==> src/rtl/ucsbece154b_perf_pkg.sv <==
// Shared constants, FSM encoding and small decode helpers for the
// ucsbece154b performance-counter block.
package ucsbece154b_perf_pkg;

  localparam int NUM_CNT = 6;

  localparam logic [2:0] ADDR_CYC     = 3'd0;
  localparam logic [2:0] ADDR_INSTR   = 3'd1;
  localparam logic [2:0] ADDR_BR      = 3'd2;
  localparam logic [2:0] ADDR_BRMISS  = 3'd3;
  localparam logic [2:0] ADDR_JMP     = 3'd4;
  localparam logic [2:0] ADDR_JMPMISS = 3'd5;

  localparam logic [6:0] OP_BRANCH = 7'b1100011;
  localparam logic [6:0] OP_JAL    = 7'b1101111;
  localparam logic [6:0] OP_JALR   = 7'b1100111;

  localparam logic [31:0] INSTR_NOP = 32'h00000013;

  typedef enum logic [1:0] {
    ST_INIT   = 2'd0,
    ST_RUN    = 2'd1,
    ST_HALTED = 2'd2
  } perf_state_t;

  // A bubble (all zeros) or the canonical NOP is not a real instruction.
  function automatic logic instr_valid(input logic [31:0] instr);
    return (instr != 32'd0) && (instr != INSTR_NOP);
  endfunction

  function automatic logic is_jump(input logic [6:0] op);
    return (op == OP_JAL) || (op == OP_JALR);
  endfunction

  function automatic logic [1:0] slot_sum(input logic a, input logic b);
    return {1'b0, a} + {1'b0, b};
  endfunction

endpackage

==> src/rtl/ucsbece154b_perf_counters_if.sv <==
// Pipeline observation signals and counter read port of the perf-counter block.
// There is no handshake: inputs are sampled every clock, rdata_o lags raddr_i by one edge.
interface ucsbece154b_perf_counters_if
  import ucsbece154b_perf_pkg::*;
#(
  parameter int WIDTH = 32
);

  logic             clear_i;
  logic [31:0]      InstrD_i;
  logic [31:0]      InstrD2_i;
  logic [6:0]       opE_i;
  logic [6:0]       opE2_i;
  logic             Mispredict_i;
  logic             Mispredict2_i;
  logic             BranchTakenF_i;
  logic             BranchTakenF2_i;
  logic [31:0]      PCF_i;
  logic [31:0]      PCF2_i;
  logic [31:0]      InstrF_i;
  logic [31:0]      InstrF2_i;
  logic [2:0]       raddr_i;
  logic [WIDTH-1:0] rdata_o;
  logic             done_o;
  logic             timeout_o;
  perf_state_t      state_dbg;

  modport master (
    output clear_i, InstrD_i, InstrD2_i, opE_i, opE2_i,
           Mispredict_i, Mispredict2_i, BranchTakenF_i, BranchTakenF2_i,
           PCF_i, PCF2_i, InstrF_i, InstrF2_i, raddr_i,
    input  rdata_o, done_o, timeout_o, state_dbg
  );

  modport slave (
    input  clear_i, InstrD_i, InstrD2_i, opE_i, opE2_i,
           Mispredict_i, Mispredict2_i, BranchTakenF_i, BranchTakenF2_i,
           PCF_i, PCF2_i, InstrF_i, InstrF2_i, raddr_i,
    output rdata_o, done_o, timeout_o, state_dbg
  );

endinterface

==> src/rtl/ucsbece154b_sat_counter.sv <==
// WIDTH-bit event counter that adds 0..3 per cycle and sticks at all-ones
// instead of wrapping.
module ucsbece154b_sat_counter #(
  parameter int WIDTH = 32
) (
  input  logic             clk,
  input  logic             reset,
  input  logic             clear,
  input  logic [1:0]       inc,
  output logic [WIDTH-1:0] count
);

  logic [WIDTH:0] sum;

  always_comb begin
    sum = {1'b0, count} + (WIDTH+1)'(inc);
  end

  always_ff @(posedge clk or posedge reset) begin
    if (reset) begin
      count <= '0;
    end else if (clear) begin
      count <= '0;
    end else if (sum[WIDTH]) begin
      count <= '1;
    end else begin
      count <= sum[WIDTH-1:0];
    end
  end

endmodule

==> src/rtl/ucsbece154b_perf_counters.sv <==
// Dual-slot performance monitor: cycle/instruction/branch/jump counters, a
// registered read port, and program-completion detection (idle loop or cycle cap).
module ucsbece154b_perf_counters
  import ucsbece154b_perf_pkg::*;
#(
  parameter int WIDTH       = 32,
  parameter int MAX_CYCLES  = 500,
  parameter int HALT_CYCLES = 1
) (
  input logic                       clk,
  input logic                       reset,
  ucsbece154b_perf_counters_if.slave bus
);

  localparam int IW = (HALT_CYCLES < 1) ? 1 : $clog2(HALT_CYCLES + 1);
  localparam int EW = WIDTH + 32;

  perf_state_t      state_q;
  logic [31:0]      prev_pc_q;
  logic [31:0]      prev_pc2_q;
  logic [IW-1:0]    idle_cnt_q;
  logic             done_q;
  logic             timeout_q;
  logic [WIDTH-1:0] rdata_q;
  logic [WIDTH-1:0] rdata_next;

  logic [WIDTH-1:0] cnt [NUM_CNT];
  logic [1:0]       inc [NUM_CNT];

  logic             count_en;
  logic             v1, v2, br1, br2, j1, j2;
  logic             idle, idle_done, cyc_done;
  logic [EW-1:0]    cyc_ext;

  always_comb begin
    count_en = (state_q == ST_RUN) && !bus.clear_i;
    v1  = instr_valid(bus.InstrD_i);
    v2  = instr_valid(bus.InstrD2_i);
    br1 = (bus.opE_i == OP_BRANCH);
    br2 = (bus.opE2_i == OP_BRANCH);
    j1  = is_jump(bus.opE_i);
    j2  = is_jump(bus.opE2_i);

    for (int k = 0; k < NUM_CNT; k++) inc[k] = 2'd0;
    if (count_en) begin
      inc[ADDR_CYC]     = 2'd1;
      inc[ADDR_INSTR]   = slot_sum(v1, v2);
      inc[ADDR_BR]      = slot_sum(br1, br2);
      inc[ADDR_BRMISS]  = slot_sum(br1 & bus.Mispredict_i, br2 & bus.Mispredict2_i);
      inc[ADDR_JMP]     = slot_sum(j1, j2);
      // A jump the predictor did not mark taken cost a redirect.
      inc[ADDR_JMPMISS] = slot_sum(j1 & ~bus.BranchTakenF_i, j2 & ~bus.BranchTakenF2_i);
    end
  end

  for (genvar g = 0; g < NUM_CNT; g++) begin : g_cnt
    ucsbece154b_sat_counter #(.WIDTH(WIDTH)) u_cnt (
      .clk   (clk),
      .reset (reset),
      .clear (bus.clear_i),
      .inc   (inc[g]),
      .count (cnt[g])
    );
  end

  // Completion checks look at this cycle as if it were already counted.
  always_comb begin
    idle = (bus.PCF_i == prev_pc_q) && (bus.PCF2_i == prev_pc2_q) &&
           (bus.InstrF_i == INSTR_NOP) && (bus.InstrF2_i == INSTR_NOP);
    idle_done = idle && ((int'(idle_cnt_q) + 1) >= HALT_CYCLES);
    cyc_ext   = EW'(cnt[ADDR_CYC]) + EW'(1);
    cyc_done  = (cyc_ext >= EW'(MAX_CYCLES));
  end

  always_comb begin
    rdata_next = '0;
    case (bus.raddr_i)
      ADDR_CYC:     rdata_next = cnt[ADDR_CYC];
      ADDR_INSTR:   rdata_next = cnt[ADDR_INSTR];
      ADDR_BR:      rdata_next = cnt[ADDR_BR];
      ADDR_BRMISS:  rdata_next = cnt[ADDR_BRMISS];
      ADDR_JMP:     rdata_next = cnt[ADDR_JMP];
      ADDR_JMPMISS: rdata_next = cnt[ADDR_JMPMISS];
      default:      rdata_next = '0;
    endcase
  end

  always_ff @(posedge clk or posedge reset) begin
    if (reset) begin
      state_q    <= ST_INIT;
      prev_pc_q  <= '0;
      prev_pc2_q <= '0;
      idle_cnt_q <= '0;
      done_q     <= 1'b0;
      timeout_q  <= 1'b0;
      rdata_q    <= '0;
    end else begin
      rdata_q <= rdata_next;
      if (bus.clear_i) begin
        state_q    <= ST_INIT;
        idle_cnt_q <= '0;
        done_q     <= 1'b0;
        timeout_q  <= 1'b0;
      end else begin
        case (state_q)
          ST_INIT: begin
            prev_pc_q  <= bus.PCF_i;
            prev_pc2_q <= bus.PCF2_i;
            idle_cnt_q <= '0;
            state_q    <= ST_RUN;
          end
          ST_RUN: begin
            prev_pc_q  <= bus.PCF_i;
            prev_pc2_q <= bus.PCF2_i;
            idle_cnt_q <= idle ? (idle_cnt_q + IW'(1)) : '0;
            // A real idle loop wins over the cycle cap when both land together.
            if (idle_done) begin
              state_q   <= ST_HALTED;
              done_q    <= 1'b1;
              timeout_q <= 1'b0;
            end else if (cyc_done) begin
              state_q   <= ST_HALTED;
              done_q    <= 1'b1;
              timeout_q <= 1'b1;
            end
          end
          ST_HALTED: begin
            state_q <= ST_HALTED;
          end
          default: begin
            state_q <= ST_INIT;
          end
        endcase
      end
    end
  end

  assign bus.rdata_o   = rdata_q;
  assign bus.done_o    = done_q;
  assign bus.timeout_o = timeout_q;
  assign bus.state_dbg = state_q;

endmodule
==> src/flat_wrapper.sv <==
// flat-port wrapper written by rule: the top's interface ports become plain ports
module ucsbece154b_perf_counters_flat import ucsbece154b_perf_pkg::*;
#(
  parameter int WIDTH       = 32,
  parameter int MAX_CYCLES  = 500,
  parameter int HALT_CYCLES = 1
)
  (clk, reset, bus_clear_i, bus_InstrD_i, bus_InstrD2_i, bus_opE_i, bus_opE2_i, bus_Mispredict_i, bus_Mispredict2_i, bus_BranchTakenF_i, bus_BranchTakenF2_i, bus_PCF_i, bus_PCF2_i, bus_InstrF_i, bus_InstrF2_i, bus_raddr_i, bus_rdata_o, bus_done_o, bus_timeout_o, bus_state_dbg);
  ucsbece154b_perf_counters_if #(.WIDTH(WIDTH)) bus_i ();
  input logic clk;
  input logic reset;
  input wire logic [$bits(bus_i.clear_i)-1:0] bus_clear_i;
  input wire logic [$bits(bus_i.InstrD_i)-1:0] bus_InstrD_i;
  input wire logic [$bits(bus_i.InstrD2_i)-1:0] bus_InstrD2_i;
  input wire logic [$bits(bus_i.opE_i)-1:0] bus_opE_i;
  input wire logic [$bits(bus_i.opE2_i)-1:0] bus_opE2_i;
  input wire logic [$bits(bus_i.Mispredict_i)-1:0] bus_Mispredict_i;
  input wire logic [$bits(bus_i.Mispredict2_i)-1:0] bus_Mispredict2_i;
  input wire logic [$bits(bus_i.BranchTakenF_i)-1:0] bus_BranchTakenF_i;
  input wire logic [$bits(bus_i.BranchTakenF2_i)-1:0] bus_BranchTakenF2_i;
  input wire logic [$bits(bus_i.PCF_i)-1:0] bus_PCF_i;
  input wire logic [$bits(bus_i.PCF2_i)-1:0] bus_PCF2_i;
  input wire logic [$bits(bus_i.InstrF_i)-1:0] bus_InstrF_i;
  input wire logic [$bits(bus_i.InstrF2_i)-1:0] bus_InstrF2_i;
  input wire logic [$bits(bus_i.raddr_i)-1:0] bus_raddr_i;
  output wire logic [$bits(bus_i.rdata_o)-1:0] bus_rdata_o;
  output wire logic [$bits(bus_i.done_o)-1:0] bus_done_o;
  output wire logic [$bits(bus_i.timeout_o)-1:0] bus_timeout_o;
  output wire logic [$bits(bus_i.state_dbg)-1:0] bus_state_dbg;
  assign bus_i.clear_i = bus_clear_i;
  assign bus_i.InstrD_i = bus_InstrD_i;
  assign bus_i.InstrD2_i = bus_InstrD2_i;
  assign bus_i.opE_i = bus_opE_i;
  assign bus_i.opE2_i = bus_opE2_i;
  assign bus_i.Mispredict_i = bus_Mispredict_i;
  assign bus_i.Mispredict2_i = bus_Mispredict2_i;
  assign bus_i.BranchTakenF_i = bus_BranchTakenF_i;
  assign bus_i.BranchTakenF2_i = bus_BranchTakenF2_i;
  assign bus_i.PCF_i = bus_PCF_i;
  assign bus_i.PCF2_i = bus_PCF2_i;
  assign bus_i.InstrF_i = bus_InstrF_i;
  assign bus_i.InstrF2_i = bus_InstrF2_i;
  assign bus_i.raddr_i = bus_raddr_i;
  assign bus_rdata_o = bus_i.rdata_o;
  assign bus_done_o = bus_i.done_o;
  assign bus_timeout_o = bus_i.timeout_o;
  assign bus_state_dbg = bus_i.state_dbg;
  ucsbece154b_perf_counters #(.WIDTH(WIDTH), .MAX_CYCLES(MAX_CYCLES), .HALT_CYCLES(HALT_CYCLES)) u_core (.clk(clk), .reset(reset), .bus(bus_i));
endmodule
==> config.mk <==
export PLATFORM = sky130hd
export DESIGN_NAME = ucsbece154b_perf_counters_flat
export DESIGN_NICKNAME = d
export VERILOG_FILES = /design/src/rtl/ucsbece154b_perf_pkg.sv /design/src/rtl/ucsbece154b_perf_counters_if.sv /design/src/rtl/ucsbece154b_sat_counter.sv /design/src/rtl/ucsbece154b_perf_counters.sv /design/src/flat_wrapper.sv
export SDC_FILE = /design/constraint.sdc
export NUM_CORES = 1
export LEC_CHECK = 0
export CORE_MARGIN = 3
export CORE_UTILIZATION = 40
export CTS_CLUSTER_SIZE = 16
export DETAILED_ROUTE_END_ITERATION = 12
export HOLD_SLACK_MARGIN = 0.02
export PLACE_DENSITY_LB_ADDON = 0.3
export SETUP_SLACK_MARGIN = 0.15
export SKIP_CTS_REPAIR_TIMING = 1
export SLEW_MARGIN = 20
export SYNTH_ARGS = -nofsm -noshare
export SYNTH_HDL_FRONTEND = slang
export SYNTH_SLANG_ARGS = --single-unit
==> constraint.sdc <==
create_clock -name clk -period 10.1 [get_ports clk]
set_input_delay 2.02 -clock clk [delete_from_list [all_inputs] [get_ports clk]]
set_output_delay 2.02 -clock clk [all_outputs]
set_load 0.05 [all_outputs]
# --- Word-level counts from Yosys, hierarchy flattened ---
# Cells that the tools add are included.
totals:
  reg_bits: 293
  latchBits: 0
  ram_bits: 0
  romBits: 0
  elab_cells: 104
  n_memories: 0
classes:
  n_addsub: 14
  mul: 0
  n_div: 0
  n_lt_le_gt_ge: 2
  eq_ne: 20
  shifts: 0
  mux: 28
  bitwise: 7
  reduce_logical: 20
ops:
  columns: ["operator", "n"]
  rows:
  - ["$mux 32", 12]
  - ["$pmux 32 s6", 1]
  - ["$add 32x2->33", 5]
  - ["$eq 32x32->1", 2]
  - ["$eq 32x5->1 const B", 2]
  - ["$ge 64x9->1 const B", 1]
  - ["$ne 32x5->1 const B", 2]
  - ["$reduce_bool 32->1", 2]
  - ["$eq 7x7->1 const B", 6]
  - ["$add 32x1->33", 1]
  - ["$add 32x1->33 const B", 1]
  - ["$ge 32x2->1 const B", 1]
  - ["$mux 11", 1]
  - ["$add 1x1->2", 5]
  - ["$mux 1", 9]
  - ["$logic_and 1x1->1", 7]
  - ["$eq 3x2->1 const B", 2]
  - ["$eq 3x3->1 const B", 2]
  - ["$mux 2", 3]
  - ["$pmux 2 s3", 1]
  - ["$reduce_bool 3->1", 2]
  - ["$and 1x1->1", 4]
  - ["$ne 4x2->1 const B", 1]
  - ["$reduce_and 2->1", 2]
  - ["13 further kinds", 16]

# --- Longest topological paths before layout ---
# Gate-level depths: netlist of the first run.
logic_depth:
  ltp_word: 8
  depth_mapped: 18
  ltp_nobuf: 16

# --- By module ---
# From an unflattened synthesis of the first run, not the netlist that was laid out.
hier_totals:
  cells_unflattened: 1672
  hier_area_um2: 16485.8
by_module_without_submodules:
  columns: ["mod", "n_inst", "cells_each", "area_each_um2", "seq_area_each_um2"]
  rows:
  - ["ucsbece154b_sat_counter", 6, 181, 1726.7, 800.8]
  - ["ucsbece154b_perf_counters", 1, 586, 6125.9, 2502.4]

# --- Least setup slack after synthesis of the first run ---
# No wires, ideal clock.
synth_timing:
  path_kind: "input to register"
  start: "in bus_InstrD2_i[19]"
  end: "reg u_core.g_cnt[1].u_cnt.count[10]"
  setup_ns: 0.078
  arrival_ns: 5.388
  setup_slack_ns: 4.634
  path_stages: 15
  cell_sequence: "or4_1 nor4_1 nand4_1 ha_1 and2_1 ha_1 inv_1 fa_1 nor2b_1 nand2_1 or4_1 or3_1 buf_2 buf_2 a21oi_1"
synth_via:
  elab_chain_len: 7
  word_cells_on_any_way: 8
synth_rtl:
  columns: ["element", "line_no", "text"]
  rows:
  - ["start: declaration", "flat_wrapper.sv:14", "input wire logic [$bits(bus_i.InstrD2_i)-1:0] bus_InstrD2_i;"]
  - ["$ne 32x5->1 / $reduce_bool 32->1 (equally long branches)", "ucsbece154b_perf_pkg.sv:28", "return (instr != 32'd0) && (instr != INSTR_NOP);"]
  - ["$logic_and 1x1->1 *", "ucsbece154b_perf_pkg.sv:28", null]
  - ["$add 1x1->2 *", "ucsbece154b_perf_pkg.sv:36", "return {1'b0, a} + {1'b0, b};"]
  - ["$mux 11 *", "ucsbece154b_perf_counters.sv:45", "if (count_en) begin"]
  - ["$add 32x2->33 *", "ucsbece154b_sat_counter.sv:16", "sum = {1'b0, count} + (WIDTH+1)'(inc);"]
  - ["$mux 32 *", "ucsbece154b_sat_counter.sv:24", "end else if (sum[WIDTH]) begin"]
  - ["$mux 32 *", "ucsbece154b_sat_counter.sv:22", "end else if (clear) begin"]
  - ["end signal: assignment", "ucsbece154b_sat_counter.sv:27", "count <= sum[WIDTH-1:0];"]
  - ["end: declaration", "ucsbece154b_sat_counter.sv:10", "output logic [WIDTH-1:0] count"]
# Mark *: on every way between the ends. The rest lies on a longest branch, timed or not.
# A chain may end at the register's enable or synchronous reset.

# --- Worst setup path after layout of the first run ---
layout_timing:
  start: "in bus_InstrD2_i[19]"
  end: "reg u_core.g_cnt[1].u_cnt.count[27]"
# The elaborated chain is that of the path after synthesis.

==> results of run 1 <==
==> area by class of cell <==
type / instances / area [um2] / area share
Clock buffer: 48 / 1030 / 0.0509
Antenna cell: 1 / 2.50 / 0.000124
Multi-Input combinational cell: 1184 / 8120 / 0.403
Inverter: 42 / 161 / 0.00801
Sequential cell: 292 / 7310 / 0.363
Clock inverter: 15 / 250 / 0.0124
Tap cell: 518 / 648 / 0.0322
Timing Repair Buffer: 266 / 2630 / 0.130
==> routing by layer <==
| layer | global-route usage | up-vias | part of all wire |
|---|---|---|---|
| li1 | - | 6228 | - |
| met1 | 0.294 | 6442 | 0.45 |
| met2 | 0.311 | 359 | 0.46 |
| met3 | 0.0271 | 78 | 0.056 |
| met4 | 0.0781 | 0 | 0.032 |
| met5 | 0 | - | 0 |
==> path summary, 6_finish.rpt <==
check,startpoint,end,slack [ns]
hold reg to reg,u_core.prev_pc_q[10]$_DFFE_PP0P_,u_core.prev_pc_q[10]$_DFFE_PP0P_,0.52
max in group asynchronous,reset,u_core.g_cnt[0].u_cnt.count[20]$_DFF_PP0_,6.33
setup reg to reg,u_core.bus.state_dbg[1]$_DFFE_PP0P_,u_core.g_cnt[4].u_cnt.count[12]$_DFF_PP0_,5.47
hold / removal,u_core.prev_pc_q[10]$_DFFE_PP0P_,u_core.prev_pc_q[10]$_DFFE_PP0P_,0.52
min in group asynchronous,reset,u_core.g_cnt[5].u_cnt.count[20]$_DFF_PP0_,2.18
setup / recovery,bus_InstrD2_i[19],u_core.g_cnt[1].u_cnt.count[27]$_DFF_PP0_,4.06
==> layout by cell type (no fill, tap or decap), types with 20 or more instances in the layout <==
cell / synthesis / final
dfrtp_1: 292 / 292
clkdlybuf4s50_1: 0 / 250
a21oi_1: 172 / 172
xor2_1: 137 / 137
nand3_1: 106 / 106
a22oi_1: 97 / 97
nand2_1: 94 / 94
xnor2_1: 85 / 85
nor2_1: 77 / 77
mux2_2: 64 / 64
nand4_1: 59 / 59
nor4_1: 42 / 42
inv_1: 41 / 40
clkbuf_16: 0 / 36
nor3_1: 35 / 34
and3_1: 30 / 30
ha_1: 20 / 20
==> registers in the layout (all words and copies together) (netlist names) <==
signal                    count
u_core.g_cnt.u_cnt.count    192
u_core.bus.rdata_o           32
u_core.prev_pc2_q            32
u_core.prev_pc_q             32
u_core.bus.state_dbg          2
u_core.bus.done_o             1
u_core.bus.timeout_o          1
==> cells in the mapped netlist (30+ instances only) <==
cell type  number  area [um2]
nor3_1         35         175
a22oi_1        97         728
nor2_1         77         289
xnor2_1        85         744
inv_1          41         154
dfrtp_1       292        7310
nor4_1         42         263
xor2_1        137        1200
nand2_1        94         353
nand4_1        59         369
mux2_2         64         721
clkbuf_1       62         233
nand3_1       106         531
and3_1         30         188
a21oi_1       172         861
==> metrics by stage <==
| step | area (um2) | hold WS (ns) | utilization | total power [mW] | std cells |
|---|---|---|---|---|---|
| after floorplan | 15900 | 0.489 | - | 1.81 | 1608 |
| after global placement | 18900 | 0.493 | 0.484 | 1.98 | 2302 |
| after detailed placement | 18900 | 0.497 | 0.484 | 2.00 | 2302 |
| after CTS | 20100 | 0.515 | 0.516 | 3.40 | 2365 |
| after global routing | 20100 | 0.533 | 0.516 | 3.50 | 2366 |
| final | 20100 | 0.522 | 0.516 | 3.36 | 2366 |
==> power groups by stage <==
stage,Combinational [mW],Clock [mW],Sequential [mW]
floorplan,0.375,0,1.43
global placement,0.565,0,1.42
detailed placement,0.578,0,1.43
CTS,0.582,1.41,1.41
global route,0.629,1.45,1.42
finish,0.571,1.38,1.41
==> cells by family (layout without fill, tap and decap cells) <==
group           count (synthesis)  after routing  share of synthesized area
compound gates                327            327                      0.130
xor+xnor                      222            222                      0.122
fa+ha+maj                      25             25                     0.0220
buf+inv                       132            371                     0.0341
flops                         292            292                      0.458
mux                            74             74                     0.0515
other cells                     0              1                          0
simple gates                  536            536                      0.182
==> flow_metrics.env, run 1 <==
export IMPL_io_pins=252
export IMPL_p_int_mw=2.51
export IMPL_grt_ovfl_total=0
export IMPL_cts_buffer_depth=3
export IMPL_syn_area_um2=15900
export IMPL_status="completed"
export IMPL_synth_cells=1608
export IMPL_critical_path_slowest_cell="or3_1"
export IMPL_cp_num_buf_inv=2
export IMPL_layout_setup_ws_ns=4.06
export IMPL_path_depth=14
export IMPL_cts_tree="built"
export IMPL_antenna_found_initial=1
export IMPL_drc=0
export IMPL_critical_path_required_ns=10.54
export IMPL_route_detailed_wl_per_inst_um=18.5
export IMPL_area_growth_pct=26.4
export IMPL_power_share_sequential=0.419
export IMPL_final_setup_tns_ns=0
export IMPL_rows=72
export IMPL_cts_sink_count=292
export IMPL_htreeDepth=2
export IMPL_grt_pass1_vias=12700
export IMPL_fmaxAchievable_ghz=0.165
export IMPL_hold_viol=0
export IMPL_drive_gt1_frac=0.0980
export IMPL_syn_area_per_cell_um2=9.91
export IMPL_worst_slew_pin_slew_ns=1.01
export IMPL_fillers=3466
export IMPL_synth_edff_count=0
export IMPL_clkLatencyLatePin_ns=0.54
export IMPL_maxCapViolCount=0
export IMPL_finalSetupViolCount=0
export IMPL_path_max_fanout=28
export IMPL_slew_headroom=0.329
export IMPL_die_y_um=206
export IMPL_nNetsFinal=2062
export IMPL_num_vias=13100
export IMPL_synth_cell_type_count=76
export IMPL_yosys_warnings=0
export IMPL_grt_usage=0.204
export IMPL_worstPathArrival_ns=6.49
export IMPL_cts_buffers=35
export IMPL_cp_slowest_stage_delay_ns=0.77
export IMPL_synthesis_nets=1849
export IMPL_async_flop_share=1.00
export IMPL_grt_max_degree=91
export IMPL_final_min_clock_period_ns=6.04
export IMPL_via_per_inst=5.54
export IMPL_p_leak_nw=8.01
export IMPL_post_route_period_util=0.598
export IMPL_ys_ff_latch=292
export IMPL_routed_wirelength_um=43800
export IMPL_cp_end_kind="register"
export IMPL_slew_violations=0
export IMPL_pre_cts_ws_ns=3.54
export IMPL_reg2reg_depth=15
export IMPL_dieArea_um2=42300
export IMPL_min_path_type="register to register"
export IMPL_dr_pass1_iters=5
export IMPL_pwr_share_clk=0.411
export IMPL_gp_congestion=0.890
export IMPL_synth_main_ff_cell="dfrtp_1"
export IMPL_hold_path_cell_count=1
export IMPL_p_per_area_nw_per_um2=167
export IMPL_crit_chain="clkdlybuf4s50_1 > or4_1 > nor4_1 > nand4_1 > ha_1 > and2_1 > ha_1 > inv_1 > fa_1 > nor2b_1 > nand2_1 > or4_1 > or3_1 > a21oi_1"
export IMPL_start_util=0.409
export IMPL_vdd_drop_max_v=0.000141
export IMPL_rsz0062_at_grt="no"
export IMPL_grt_pass1_wl_um=68500
export IMPL_synth_yosys_seq_area_share=0.458
export IMPL_fp_dieW_um=206
export IMPL_skew_ns=0.0281
export IMPL_dp_final_hpwl_um=31000
export IMPL_cp_start_kind="primary input"
export IMPL_netSwitchingFraction=0.254
export IMPL_cts_root_buf="clkbuf_16"
export IMPL_io_buffers=251
export IMPL_core_area_um2=39000
export IMPL_netSwitchingPower_mw=0.852
export IMPL_pwr_share_comb=0.170
export IMPL_postRouteAntennaNets=0
export IMPL_cpLargestDelayFamily="simple AND/OR/NAND/NOR gates"
export IMPL_drt_iter0_drc=965
export IMPL_clk_pin_slew_worst_paths_ns=0.06
export IMPL_path_class="primary input to register"
No activity file was read; power rests on OpenSTA's default activity.
==> run 2: changes to the inputs <==
clock period = 5.8 ns   (was 10.1 ns; I/O delays follow)
==> run 2 against run 1 <==
  * Combinational power rose by 75%
  * Clock skew barely moved
  * Worst setup slack got worse by 3.1 ns
  * Global-route usage barely moved
  * Sequential power rose by 74%
  * Via count rose by 0.35%
  * Sequential cell count did not move
  * Routed wire length rose by 0.11%
  * Die area did not move
  * Critical path depth rose by 1
  * Critical path type unchanged
  * Highest routed layer unchanged
==> flow_metrics.env, run 2 (synthesis results as in run 1) <==
export IMPL_slew_headroom=0.244
export IMPL_grt_ovfl_total=0
export IMPL_fp_dieW_um=206
export IMPL_hp_start="u_core.bus.done_o$_DFFE_PP0P_"
export IMPL_layout_setup_ws_ns=0.963
export IMPL_dr_pass1_iters=5
export IMPL_grt_pass1_vias=12900
export IMPL_pwr_share_comb=0.175
export IMPL_final_setup_tns_ns=0
export IMPL_final_min_clock_period_ns=4.84
export IMPL_postRouteAntennaNets=0
export IMPL_htreeDepth=2
export IMPL_clkLatencyLatePin_ns=0.52
export IMPL_min_path_type="register to register"
export IMPL_grt_usage=0.204
export IMPL_drt_iter0_drc=858
export IMPL_vdd_drop_max_v=0.000309
export IMPL_grtUsageMet1=0.286
export IMPL_via_per_inst=5.54
export IMPL_dp_final_hpwl_um=31100
export IMPL_nNetsFinal=2071
export IMPL_cts_buffers=35
export IMPL_pwr_share_clk=0.398
export IMPL_power_share_sequential=0.427
export IMPL_cts_tree="built"
export IMPL_clk_pin_slew_worst_paths_ns=0.06
export IMPL_antenna_found_initial=0
export IMPL_use_met2=0.325
export IMPL_path_max_fanout=20
export IMPL_cp_end_kind="register"
export IMPL_gp_congestion=0.882
export IMPL_r2r_start="u_core.bus.state_dbg[1]$_DFFE_PP0P_"
export IMPL_grt_pass1_wl_um=69000
export IMPL_worstPathArrival_ns=5.26
export IMPL_skew_ns=0.0281
export IMPL_pre_cts_ws_ns=0.426
export IMPL_final_common_cell="dfrtp_1"
export IMPL_io_pins=252
export IMPL_netSwitchingPower_mw=1.47
export IMPL_num_vias=13200
export IMPL_area_growth_pct=26.5
export IMPL_post_route_period_util=0.834
export IMPL_routed_wirelength_um=43800
export IMPL_top_usage_layer="met2"
export IMPL_slew_violations=0
export IMPL_maxCapViolCount=0
export IMPL_layout_common_cells="dfrtp_1, clkdlybuf4s50_1, a21oi_1"
export IMPL_fmaxAchievable_ghz=0.207
export IMPL_netSwitchingFraction=0.256
export IMPL_status="completed"
export IMPL_power_mw=5.75
export IMPL_cts_sink_count=292
export IMPL_cts_buffer_depth=3
export IMPL_hold_viol=0
export IMPL_rows=72
export IMPL_p_int_mw=4.27
export IMPL_largest_reg_flops=192
export IMPL_cp_start_kind="primary input"
export IMPL_rsz0062_at_grt="no"
export IMPL_cts_root_buf="clkbuf_16"
export IMPL_p_leak_nw=8.03
export IMPL_finalSetupViolCount=0
export IMPL_drc=0
export IMPL_worst_slew_pin_slew_ns=1.13
export IMPL_dieArea_um2=42300
export IMPL_p_per_area_nw_per_um2=285
export IMPL_start_util=0.409
export IMPL_crit_start="bus_InstrD2_i[19]"
export IMPL_top_register="u_core.g_cnt.u_cnt.count"
export IMPL_die_y_um=206
export IMPL_route_detailed_wl_per_inst_um=18.5
export IMPL_met3_usage=0.0367
export IMPL_n_antenna_cell=0
export IMPL_io_buffers=251
export IMPL_core_area_um2=39000
export IMPL_critical_path_required_ns=6.22
export IMPL_path_class="primary input to register"
export IMPL_grt_max_degree=191
export IMPL_fillers=3461
export IMPL_drive_gt1_frac=0.103
-- run 2: cell types whose count changed in the layout (fill, tap and decap cells not counted), moves of 2 or more --
cell        delta
clkbuf_1       -2
clkinv_4       -2
clkinv_2       +5
buf_12         +2
clkinvlp_4     +2
buf_4          +7
-- run 2: final timing paths --
path / cells past startpoint / slack, ns / endpoint
max in group asynchronous: 4 / 3.44 / u_core.g_cnt[0].u_cnt.count[20]$_DFF_PP0_
max reg2reg: 17 / 1.59 / u_core.g_cnt[4].u_cnt.count[3]$_DFF_PP0_
max: 15 / 0.96 / u_core.g_cnt[1].u_cnt.count[1]$_DFF_PP0_
min reg2reg: 1 / 0.50 / u_core.bus.done_o$_DFFE_PP0P_
min: 1 / 0.50 / u_core.bus.done_o$_DFFE_PP0P_
min in group asynchronous: 3 / 1.18 / u_core.g_cnt[2].u_cnt.count[26]$_DFF_PP0_
-- run 2: critical path, cell delays in order --
cell             delay (ns)
clkdlybuf4s50_1        0.39
or4_1                  0.55
nor4_1                 0.20
nand4_1                0.18
ha_1                   0.31
and2_1                 0.11
ha_1                   0.16
inv_1                  0.06
fa_1                   0.39
nor2b_1                0.18
nand2_1                0.15
or4_1                  0.48
or3_1                  0.51
buf_4                  0.27
a21oi_1                0.16
-- run 2: layout make-up --
type | instances | area [um2] | share of cell area
well taps | 518 | 648 | 0.0321
flip-flops and latches | 292 | 7310 | 0.362
inverters | 42 | 161 | 0.00801
repair buffers | 275 | 2720 | 0.135
multi-input cells | 1184 | 8120 | 0.403
clock inverters | 18 | 226 | 0.0112
clock buffers | 44 | 980 | 0.0486
-- run 2: power by group through the flow --
stage / combinational, mW / clock [mW] / sequential (mW)
6_report: 1.00 / 2.29 / 2.45
4_1_cts: 1.02 / 2.34 / 2.45
5_1_grt: 1.10 / 2.43 / 2.49
2_1_floorplan: 0.652 / 0 / 2.49
3_5_place_dp: 1.01 / 0 / 2.49
3_3_place_gp: 0.987 / 0 / 2.47
-- run 2: through the flow --
stage	hold WS (ns)	utilization	instances	instance area, um2
2_1_floorplan	0.489	-	1608	15900
3_3_place_gp	0.476	0.486	2311	19000
3_5_place_dp	0.477	0.486	2311	19000
4_1_cts	0.493	0.517	2373	20200
5_1_grt	0.519	0.517	2373	20200
6_report	0.496	0.517	2373	20200
-- run 2: layer usage --
metal	vias up	share of wire
met5	-	0
met2	357	0.48
met3	59	0.064
li1	6236	-
met1	6501	0.43
met4	0	0.022
==> run 3: changes to the inputs <==
clock period = 4.5 ns   (was 5.8 ns; I/O delays follow)
==> run 3 against run 2 <==
  * Routed wire length rose by 1.2%
  * Global-route usage increased by 0.40 points
  * Power is 27% higher
  * Critical path depth unchanged
  * Cell count grew 0.88%
  * Via count is 0.56% higher
  * Clock skew is 0.017 ns lower
  * Register-to-register slack worse by 1.1 ns
  * Die area unchanged
  * Critical endpoint unchanged
  * Largest power group unchanged
==> flow_metrics.env, run 3 (synthesis results as in run 1) <==
export IMPL_critical_path_slowest_cell="or4_4"
export IMPL_cp_end_kind="register"
export IMPL_route_detailed_wl_per_inst_um=18.5
export IMPL_rr_endpoint="u_core.g_cnt[4].u_cnt.count[7]$_DFF_PP0_"
export IMPL_clk_pin_slew_worst_paths_ns=0.06
export IMPL_path_max_fanout=17
export IMPL_grt_ovfl_total=0
export IMPL_final_min_clock_period_ns=4.12
export IMPL_drt_iter0_drc=983
export IMPL_cp_slowest_stage_delay_ns=0.54
export IMPL_n_antenna_cell=0
export IMPL_final_cell_count_no_fill=2394
export IMPL_largest_reg_flops=192
export IMPL_cts_buffer_depth=3
export IMPL_drc=0
export IMPL_grt_max_degree=190
export IMPL_reg2reg_depth=16
export IMPL_cts_root_buf="clkbuf_16"
export IMPL_worstPathArrival_ns=4.56
export IMPL_dieArea_um2=42300
export IMPL_crit_chain="clkdlybuf4s50_1 > or4_4 > nor4_2 > nand4_1 > ha_1 > and2_1 > ha_1 > inv_1 > fa_2 > nor2b_4 > nand2_1 > or4_1 > or3_1 > buf_6 > a21oi_1"
export IMPL_cts_buffers=35
export IMPL_clkLatencyLatePin_ns=0.53
export IMPL_cts_tree="built"
export IMPL_crit_start="bus_InstrD2_i[19]"
export IMPL_nNetsFinal=2093
export IMPL_layout_common_cells="dfrtp_1, clkdlybuf4s50_1, a21oi_1"
export IMPL_io_pins=252
export IMPL_path_class="primary input to register"
export IMPL_rows=72
export IMPL_min_path_type="register to register"
export IMPL_drive_gt1_frac=0.112
export IMPL_cts_sink_count=292
export IMPL_slew_headroom=0.374
export IMPL_vdd_drop_max_v=0.000236
export IMPL_htreeDepth=2
export IMPL_fmaxAchievable_ghz=0.243
export IMPL_skew_ns=0.0110
export IMPL_core_area_um2=39000
export IMPL_fin_hold_ws_ns=0.510
export IMPL_start_util=0.409
export IMPL_dp_final_hpwl_um=31900
export IMPL_final_common_cell="dfrtp_1"
export IMPL_slew_violations=0
export IMPL_area_growth_pct=27.6
export IMPL_r2r_start="u_core.bus.state_dbg[1]$_DFFE_PP0P_"
export IMPL_antenna_found_initial=2
export IMPL_post_route_period_util=0.915
export IMPL_finalSetupViolCount=0
export IMPL_top_register="u_core.g_cnt.u_cnt.count"
export IMPL_fp_dieW_um=206
export IMPL_routed_wirelength_um=44300
export IMPL_crit_path_end="u_core.g_cnt[1].u_cnt.count[1]$_DFF_PP0_"
export IMPL_grt_pass1_wl_um=69800
export IMPL_via_per_inst=5.53
export IMPL_cp_start_kind="primary input"
export IMPL_hold_viol=0
export IMPL_status="completed"
export IMPL_gp_congestion=0.867
export IMPL_reg2reg_slack_ns=0.45
export IMPL_p_per_area_nw_per_um2=357
export IMPL_grt_pass1_vias=13100
export IMPL_worst_slew_pin_slew_ns=0.940
export IMPL_die_y_um=206
export IMPL_grt_usage=0.208
export IMPL_critPathMostFrequentCell="ha_1"
export IMPL_dr_pass1_iters=6
export IMPL_rsz0062_at_grt="no"
export IMPL_final_setup_tns_ns=0
export IMPL_p_leak_nw=8.14
export IMPL_num_vias=13200
export IMPL_maxCapViolCount=0
export IMPL_placed_cells=2333
export IMPL_critical_path_required_ns=4.94
export IMPL_final_core_util=0.521
export IMPL_io_buffers=251
export IMPL_postRouteAntennaNets=0
## run 3: cell count changes in the layout (fill, tap and decap cells not counted), moves of 2 or more
cell and delta:
buf_4 +17, bufinv_16 -3, buf_12 +4, clkinv_2 -6, clkbuf_1 +6, clkbuf_8 +4
clkinvlp_4 -2
## run 3: routing by layer
metal,up-vias,wire length [um],GRT usage
li1,6295,-,-
met5,-,23,0
met2,349,21400,0.334
met1,6511,19200,0.290
met4,4,947,0.0537
met3,68,2780,0.0373
## run 3: worst max-delay path, delay by kind of cell
| kind | cells | cell delay (ns) |
|---|---|---|
| AO/OA/AOI/OAI | 1 | 0.15 |
| adder cells (fa/ha/maj) | 3 | 0.85 |
| buffers and inverters | 3 | 0.64 |
| AND/OR/NAND/NOR | 8 | 2.02 |
## run 3: how the worst min path moves through the flow
stage                                             startpoint                               end  depth (start not counted)  slack [ns]
CTS                            u_core.bus.done_o$_DFFE_PP0P_     u_core.bus.done_o$_DFFE_PP0P_                          1        0.51
global route                   u_core.bus.done_o$_DFFE_PP0P_     u_core.bus.done_o$_DFFE_PP0P_                          1        0.52
floorplan           u_core.g_cnt[5].u_cnt.count[0]$_DFF_PP0_   u_core.bus.rdata_o[0]$_DFF_PP0_                          2        0.49
global placement               u_core.bus.done_o$_DFFE_PP0P_     u_core.bus.done_o$_DFFE_PP0P_                          1        0.48
finish                      u_core.bus.timeout_o$_DFFE_PP0P_  u_core.bus.timeout_o$_DFFE_PP0P_                          1        0.51
detailed placement             u_core.bus.done_o$_DFFE_PP0P_     u_core.bus.done_o$_DFFE_PP0P_                          1        0.49
## run 3: cell type report
cell class / instances / area (um2)
Clock buffer: 54 / 1060
Clock inverter: 7 / 91.3
Fill cell: 3466 / 18700
Inverter: 42 / 161
Multi-Input combinational cell: 1184 / 8140
Sequential cell: 292 / 7310
Tap cell: 518 / 648
Timing Repair Buffer: 297 / 2940
## run 3: power breakdown
| part | total (mW) | switching, mW | internal (mW) |
|---|---|---|---|
| Sequential | 3.16 | 0.212 | 2.95 |
| Combinational | 1.29 | 0.559 | 0.732 |
| Clock | 2.82 | 1.09 | 1.73 |
## run 3: metrics by stage
step | total power [mW] | setup WS [ns] | cell area [um2]
after global routing | 7.61 | 0.165 | 20300
final | 7.27 | 0.384 | 20300
after detailed placement | 4.51 | -0.395 | 19200
after CTS | 7.35 | 0.152 | 20300
after global placement | 4.45 | -0.343 | 19200
after floorplan | 4.05 | -0.275 | 15900
